===== src/rtl/lcd_char_ctrl.sv =====
// Character-display controller: 128-byte HD44780-style display RAM with command/data
// CPU access, busy timing, timed clear sweep and a registered scan port for the driver.
module lcd_char_ctrl #(
  parameter int COLS        = 16,
  parameter int BUSY_CYCLES = 4
) (
  input  logic       clk,
  input  logic       rst,
  input  logic       wr,
  input  logic       rd,
  input  logic       cmd,
  input  logic [7:0] dbus,
  output logic [7:0] rdata,
  output logic       busy,
  input  logic [6:0] scan_addr,
  output logic [7:0] scan_char
);

  typedef enum logic [1:0] {IDLE, HOLD, CLEAR} state_t;

  // The counter serves both the hold timer and the clear sweep, so it must cover both.
  localparam int CNT_W = (BUSY_CYCLES > 128) ? $clog2(BUSY_CYCLES) : 7;

  localparam logic [6:0]       ROW0_LAST  = 7'(COLS - 1);
  localparam logic [6:0]       ROW1_FIRST = 7'h40;
  localparam logic [6:0]       ROW1_LAST  = 7'(64 + COLS - 1);
  localparam logic [CNT_W-1:0] HOLD_LAST  = CNT_W'(BUSY_CYCLES - 1);
  localparam logic [CNT_W-1:0] CLEAR_LAST = CNT_W'(127);
  localparam logic [7:0]       BLANK      = 8'h20;
  localparam logic [7:0]       SUBST      = 8'h3F;

  state_t           state_q, state_d;
  logic [CNT_W-1:0] cnt_q, cnt_d;
  logic [6:0]       addr_q, addr_d;
  logic             id_q, id_d;
  logic             mem_we;
  logic [6:0]       mem_waddr;
  logic [7:0]       mem_wdata;
  logic             rd_mem;
  logic             rd_status;

  logic [7:0] mem [128];

  // Cursor movement jumps between the visible windows of row 0 and row 1.
  function automatic logic [6:0] advance(input logic [6:0] a, input logic inc);
    if (inc) begin
      if (a == ROW0_LAST)      return ROW1_FIRST;
      else if (a == ROW1_LAST) return 7'h00;
      else                     return a + 7'd1;
    end else begin
      if (a == 7'h00)           return ROW1_LAST;
      else if (a == ROW1_FIRST) return ROW0_LAST;
      else                      return a - 7'd1;
    end
  endfunction

  always_comb begin
    state_d   = state_q;
    cnt_d     = cnt_q;
    addr_d    = addr_q;
    id_d      = id_q;
    mem_we    = 1'b0;
    mem_waddr = addr_q;
    mem_wdata = dbus;
    rd_mem    = 1'b0;
    rd_status = 1'b0;

    case (state_q)
      CLEAR: begin
        mem_we    = 1'b1;
        mem_waddr = cnt_q[6:0];
        mem_wdata = BLANK;
        if (cnt_q == CLEAR_LAST) begin
          state_d = IDLE;
          cnt_d   = '0;
        end else begin
          cnt_d = cnt_q + 1'b1;
        end
      end

      HOLD: begin
        if (cnt_q == HOLD_LAST) begin
          state_d = IDLE;
          cnt_d   = '0;
        end else begin
          cnt_d = cnt_q + 1'b1;
        end
      end

      default: begin
        cnt_d = '0;
        if (wr && cmd) begin
          // Commands decode on the most significant set bit of the byte.
          casez (dbus)
            8'b1???????: begin
              addr_d  = dbus[6:0];
              state_d = HOLD;
            end
            8'b01??????, 8'b001?????, 8'b0001????, 8'b00001???: state_d = HOLD;
            8'b000001??: begin
              id_d    = dbus[1];
              state_d = HOLD;
            end
            8'b0000001?: begin
              addr_d  = 7'h00;
              state_d = HOLD;
            end
            8'b00000001: begin
              addr_d  = 7'h00;
              id_d    = 1'b1;
              state_d = CLEAR;
            end
            default: ;
          endcase
        end else if (wr) begin
          mem_we    = 1'b1;
          mem_wdata = ((dbus >= 8'h20) && (dbus <= 8'h7E)) ? dbus : SUBST;
          addr_d    = advance(addr_q, id_q);
          state_d   = HOLD;
        end else if (rd && !cmd) begin
          rd_mem = 1'b1;
          addr_d = advance(addr_q, id_q);
        end
      end
    endcase

    // Status reads are honoured in every state, but a concurrent write always wins.
    if (!wr && rd && cmd) rd_status = 1'b1;

    if (rst) begin
      mem_we    = 1'b0;
      rd_mem    = 1'b0;
      rd_status = 1'b0;
    end
  end

  always_ff @(posedge clk) begin
    if (rst) begin
      state_q <= CLEAR;
      cnt_q   <= '0;
      addr_q  <= 7'h00;
      id_q    <= 1'b1;
      busy    <= 1'b1;
    end else begin
      state_q <= state_d;
      cnt_q   <= cnt_d;
      addr_q  <= addr_d;
      id_q    <= id_d;
      busy    <= (state_d != IDLE);
    end
  end

  // RAM reads see the value before this cycle's write, for both ports.
  always_ff @(posedge clk) begin
    if (mem_we) mem[mem_waddr] <= mem_wdata;
    if (rst) begin
      rdata     <= 8'h00;
      scan_char <= 8'h00;
    end else begin
      scan_char <= mem[scan_addr];
      if (rd_mem)         rdata <= mem[addr_q];
      else if (rd_status) rdata <= {busy, addr_q};
    end
  end

endmodule


===== config.mk =====
export PLATFORM = sky130hd
export DESIGN_NAME = lcd_char_ctrl
export DESIGN_NICKNAME = d
export VERILOG_FILES = /design/src/rtl/lcd_char_ctrl.sv
export SDC_FILE = /design/constraint.sdc
export NUM_CORES = 1
export LEC_CHECK = 0
export CELL_PAD_IN_SITES_DETAIL_PLACEMENT = 0
export CELL_PAD_IN_SITES_GLOBAL_PLACEMENT = 2
export CORE_MARGIN = 5
export CORE_UTILIZATION = 35
export CTS_BUF_LIST = sky130_fd_sc_hd__clkbuf_8
export DETAILED_ROUTE_END_ITERATION = 8
export PLACE_DENSITY_LB_ADDON = 0.1
export SYNTH_ARGS = -nofsm -noshare
export SYNTH_HDL_FRONTEND = slang
export SYNTH_SLANG_ARGS = --single-unit

===== constraint.sdc =====
create_clock -name clk -period 12.1 [get_ports clk]
set_input_delay 2.42 -clock clk [delete_from_list [all_inputs] [get_ports clk]]
set_output_delay 2.42 -clock clk [all_outputs]
set_load 0.01 [all_outputs]

; After elaboration in Yosys (flattened, before gate mapping)
; Memories as Yosys holds them, arrays and structs flattened. A register that Yosys moved wholly into a read port is not among the register bits.
; Cells that the tools add are included.
[totals]
regBits = 26
ram_bits = 1024
in_bits = 20
out_inout_bits = 17
wordCells = 86
mem_count = 1
[mem_list]
columns = name, depth, width, rd, rd_ports_with_merged_regs, write_ports, line_no
row1 = mem, 128, 8, 2, 2, 1, 42  ; logic [7:0] mem [128];
[classes]
add_sub_neg = 3
order_cmp = 2
eq_ne = 15
muxes = 41
bitwise_logic = 1
n_reduce_logical = 17
[op_table]
columns = op, n
row1 = 2-to-1 mux 7 bit, 13
row2 = 2-to-1 mux 8 bit, 5
row3 = one-hot mux 7 bit (2 select lines), 2
row4 = "== test 7 bit, second input constant", 3
row5 = one-hot mux 8 bit (2 select lines), 1
row6 = "adder 7 x 1 -> 7 bit, second input constant", 2
row7 = 2-to-1 mux 1 bit, 12
row8 = "== test 8 x 1 -> 1 bit, second input constant", 1
row9 = ">= comparator 8 x 6 -> 1 bit, second input constant", 1
row10 = "less-or-equal comparator 8 x 7 -> 1 bit, second input constant", 1
row11 = 2-to-1 mux 2 bit, 4
row12 = one-hot mux 2 bit (2 select lines), 2
row13 = "== test 7 x 1 -> 1 bit, second input constant", 1
row14 = "== test 7 x 2 -> 1 bit, second input constant", 1
row15 = "== test 7 x 4 -> 1 bit, second input constant", 1
row16 = zero test 7 bit, 1
row17 = OR reduction 7 bit, 1
row18 = "subtractor 7 x 1 -> 7 bit, second input constant", 1
row19 = "== test 6 x 1 -> 1 bit, second input constant", 1
row20 = AND reduction 3 bit, 2
row21 = nonzero test 2 bit, 3
row22 = "== test 5 x 1 -> 1 bit, second input constant", 1
row23 = logical AND 1 bit, 5
row24 = "== test 2 x 1 -> 1 bit, second input constant", 2
row25 = other kinds (9), 12

; Depth between registers and ports, before layout
[depth]
word_depth = 9
depth_mapped = 10
ltp_nobuf = 7

; Worst setup path before layout
; Ideal clock, no wire load.
[synth_timing]
kind = input port to flip-flop
from = input wr
to = memory mem[0][5], data pin
arrival_ps = 6194
required_time_ps = 11229
path_slack_ps = 5035
cell_stages = 3
n_path_buf = 1
path_cell_list = clkbuf_1 > nand2_1 > o211ai_1
[synth_via]
elab_chain_len = 3
word_cells_on_any_way = 4
classes_between = mux: 3 / reduce/logical: 1
[synth_rtl]
columns = item, line_no
row1 = "start, declared", 9  ; input logic wr,
row2 = 2-to-1 mux 8 bit or logical AND 1 bit (tied branches), "115, 92"
row3 = 2-to-1 mux 8 bit (*), 92  ; if (wr && cmd) begin
row4 = one-hot mux 8 bit (2 select lines) (*), 68  ; case (state_q)
row5 = named net mem_wdata[5], 38  ; logic [7:0] mem_wdata;
row6 = "end, declared", 42
; The timed path passes the listed nets; every way through them passes the cells marked *.

; Worst setup path in the final report
[layout_timing]
from = input cmd
to = memory mem[102][2], data pin
[layout_via]
elab_chain_len = 3
[layout_rtl]
columns = item, line_no
row1 = "start, declared", 11  ; input logic cmd,
row2 = logical AND 1 bit, 92
row3 = 2-to-1 mux 8 bit, 92
row4 = one-hot mux 8 bit (2 select lines), 68
row5 = named net mem_wdata[2], 38
; The timed path passes the listed nets, and every way through them passes these cells.

==> impl_metrics.json <==
{
  "status": "finished, final reports clean",
  "grt_pass1_vias": 29312,
  "power_density_nw_per_um2": 195.6,
  "ys.flop_type": "edfxtp_1",
  "htree_num_levels": 4,
  "dpl_cell_area_um2": 51990,
  "clk_pin_slew_worst_paths_ns": 0.06,
  "hold_ws_ns": 0.4847,
  "cpPeakStageDelay_ns": 0.78,
  "nFillCells": 12890,
  "drt_iter0_drc": 2441,
  "pre_cts_ws_ns": 5.891,
  "synth_warnings": 0,
  "final_common_cell": "edfxtp_1",
  "cts_resized": 0,
  "worstSetupStartpointType": "input port",
  "crit_required_ns": 12.60,
  "ios": 37,
  "worst_slew_margin_rel_pct": 10.42,
  "worst-path-buf-inv": 3,
  "syn_avg_cell_area_um2": 18.92,
  "synth-edff-count": 1024,
  "final_area_um2": 55480,
  "grt_max_degree": 132,
  "initial_core_util_pct": 35.19,
  "cp-end-kind": "flop",
  "met2_usage_pct": 36.43,
  "grt_overflow_total": 0,
  "synth_cell_types": 57,
  "max_freq_ghz": 0.1865,
  "grt_antenna_before_repair": 10,
  "worst_path_max_delay_cell": "buf_4",
  "cts_setup_buffers": 0,
  "drive_above_1_share_pct": 29.17,
  "numCtsBuffers": 189,
  "rows": 138,
  "gr-usage-all-layers_pct": 22.14,
  "grt_pass1_wl_mm": 234.3,
  "ir_drop_v": 0.0002928,
  "cts_tree": "yes",
  "ys_async_sr_fraction_pct": 0,
  "synth_compound_area_share_pct": 4.761,
  "final_cell_mix": "1024 x edfxtp_1, 512 x mux4_2, 206 x clkbuf_8, 168 x mux2i_1, 164 x nor2_1",
  "seq_area_frac_synth_pct": 63.37,
  "busiest_layer": "met2",
  "fp.dieW_um": 387.3,
  "synth_top_family_by_area": "multiplexers",
  "synth_fa_ha_area_share_pct": 0.1256,
  "worstPathArrival_ns": 5.86,
  "path_cells": "clkdlybuf4s50_1 -> buf_4 -> nor2b_1 -> nand2_1 -> nor2_1 -> o21a_4 -> buf_4",
  "maxCapViolCount": 0,
  "synth.net_count": 2659,
  "critPathMostFrequentCell": "buf_4",
  "crit_path_start": "cmd",
  "crit_type": "in2reg",
  "worstMarginPinSlew_ns": 1.326,
  "met3_usage_pct": 4.730,
  "hold_viol": 0,
  "die_h_um": 387.3,
  "place_congestion": 0.8195,
  "hold_class": "reg2reg",
  "fin_crit_sh_pct": 44.32,
  "clockRootBuffer": "clkbuf_8",
  "syn_inst": 2634,
  "avgViaCountPerCell": 5.889,
  "period_needed_ns": 5.362,
  "drtPass1Iterations": 5,
  "ys_ff_latch": 1065,
  "area_delta_synth_final_pct": 11.36,
  "ant_nets": 0,
  "clock_path_buffers": 3,
  "dp_hpwl_mm": 108.1,
  "setup_viol": 0,
  "fin_nets": 2731,
  "synth_area_um2": 49820,
  "cp_top_family": "buffers and inverters",
  "coreArea_um2": 141600,
  "synth_mux_area_share_pct": 26.52,
  "rsz0062_at_grt": "no",
  "skew_ns": 0.03869,
  "numPortBuffers": 36,
  "insertion_delay_ns": 0.89,
  "synth_top_area_cell": "edfxtp_1",
  "tns_ns": 0,
  "drc": 0,
  "wl_per_cell_um": 35.42,
  "clock-sinks": 1065,
  "worstHoldStart": "cnt_q[0]",
  "p_leak_nw": 16.70,
  "vias": 27973,
  "dieArea_um2": 150000,
  "synth_top_area_share_pct": 61.72,
  "synth_area_leaders": "edfxtp_1 62%, mux4_2 23%, mux2i_1 3.4%, dfxtp_1 1.6%, a22oi_1 1.6%",
  "layout_setup_ws_ns": 6.738,
  "synthSimpleGateAreaFrac_pct": 2.808,
  "slew_violations": 0,
  "met1_usage_pct": 29.82,
  "fin_util_pct": 39.19,
  "synth_xor_xnor_area_share_pct": 0.1231,
  "drt-total-wl_mm": 168.2,
  "crit_fanout": 80,
  "holdBufCountCts": 0
}
==> power by group <==
group	total [mW]	leakage [nW]	internal [mW]	switching, mW
Combinational	2.88	4.98	0.890	1.99
Clock	3.14	2.02	1.62	1.52
Sequential	4.83	9.70	4.72	0.115
Total	10.9	16.7	7.22	3.63
==> sequential cells by signal (all words and copies together) (netlist names), named ones only <==
name,count
addr_q,7
busy,1
cnt_q,7
id_q,1
mem,1024
rdata,8
scan_char,8
state_q,2
==> worst reg2reg max path: stages, from the launching register on <==
cell      delay, ns
dfxtp_4        0.98
buf_4          0.70
buf_4          0.83
and2_1         0.65
buf_4          0.47
a22oi_1        0.34
a21oi_1        0.45
nor3_1         0.13
a221oi_1       0.48
a31oi_1        0.15
==> stage by stage <==
step,total power [mW],instances
5_1_grt,11.27,4748
3_3_place_gp,7.784,4405
2_1_floorplan,6.625,2634
3_5_place_dp,7.837,4405
6_report,10.85,4750
4_1_cts,10.99,4746
==> area by class of cell <==
| type | count | area, um^2 | share of cell area (%) |
|---|---|---|---|
| Inverter | 16 | 60.06 | 0.1082 |
| Antenna cell | 4 | 10.01 | 0.01804 |
| Clock inverter | 135 | 641.9 | 1.157 |
| Sequential cell | 1065 | 31580 | 56.92 |
| Multi-Input combinational cell | 1345 | 17180 | 30.96 |
| Tap cell | 1890 | 2365 | 4.262 |
| Clock buffer | 206 | 2835 | 5.110 |
| Timing Repair Buffer | 89 | 813.3 | 1.466 |
==> synth_stat cells, types with 3 or more instances <==
library cell,n
a2111oi_0,8
a211oi_1,16
a21oi_1,63
a221oi_1,14
a22o_1,15
a22oi_1,108
a31oi_1,10
a41oi_1,8
and2_1,3
and3_1,5
buf_1,20
buf_2,54
buf_4,34
buf_6,14
clkbuf_1,85
dfxtp_1,41
edfxtp_1,1024
ha_1,5
inv_1,16
mux2i_1,168
mux4_2,512
nand2_1,58
nand2b_1,9
nand3_1,29
nand4_1,4
nand4b_1,3
nor2_1,167
nor2b_1,15
nor3_1,4
nor4_1,3
o21a_1,15
o21ai_0,19
o21ai_1,7
o22ai_1,18
o31ai_1,5
o32ai_1,5
o41ai_1,9
or2_2,4
or3_1,3
or4_1,8
xnor2_1,3
xor2_1,4
==> worst paths after layout <==
check / endpoint / slack [ns] / cells past startpoint
setup / recovery: mem[102][2] / 6.74 / 7
hold / removal: cnt_q[0] / 0.48 / 1
hold reg to reg: cnt_q[0] / 0.48 / 1
setup reg to reg: rdata[5] / 6.77 / 9
==> layer usage <==
layer,share of wire (%),routed length (um),vias to the layer above
met1,42,71280,15310
met4,2.8,4629,2
li1,-,-,11479
met5,0.0059,10,-
met2,49,82180,961
met3,6.0,10130,221
==> cells by family after synthesis <==
| group | Yosys count |
|---|---|
| AOI/OAI and AO/OA | 336 |
| and+or+nand+nor | 317 |
| buffers and inverters | 224 |
| xor gates and xnor gates | 7 |
| adders and majority gates | 5 |
| muxes | 680 |
| DFF | 1065 |
(Power assumes the default switching activity.)
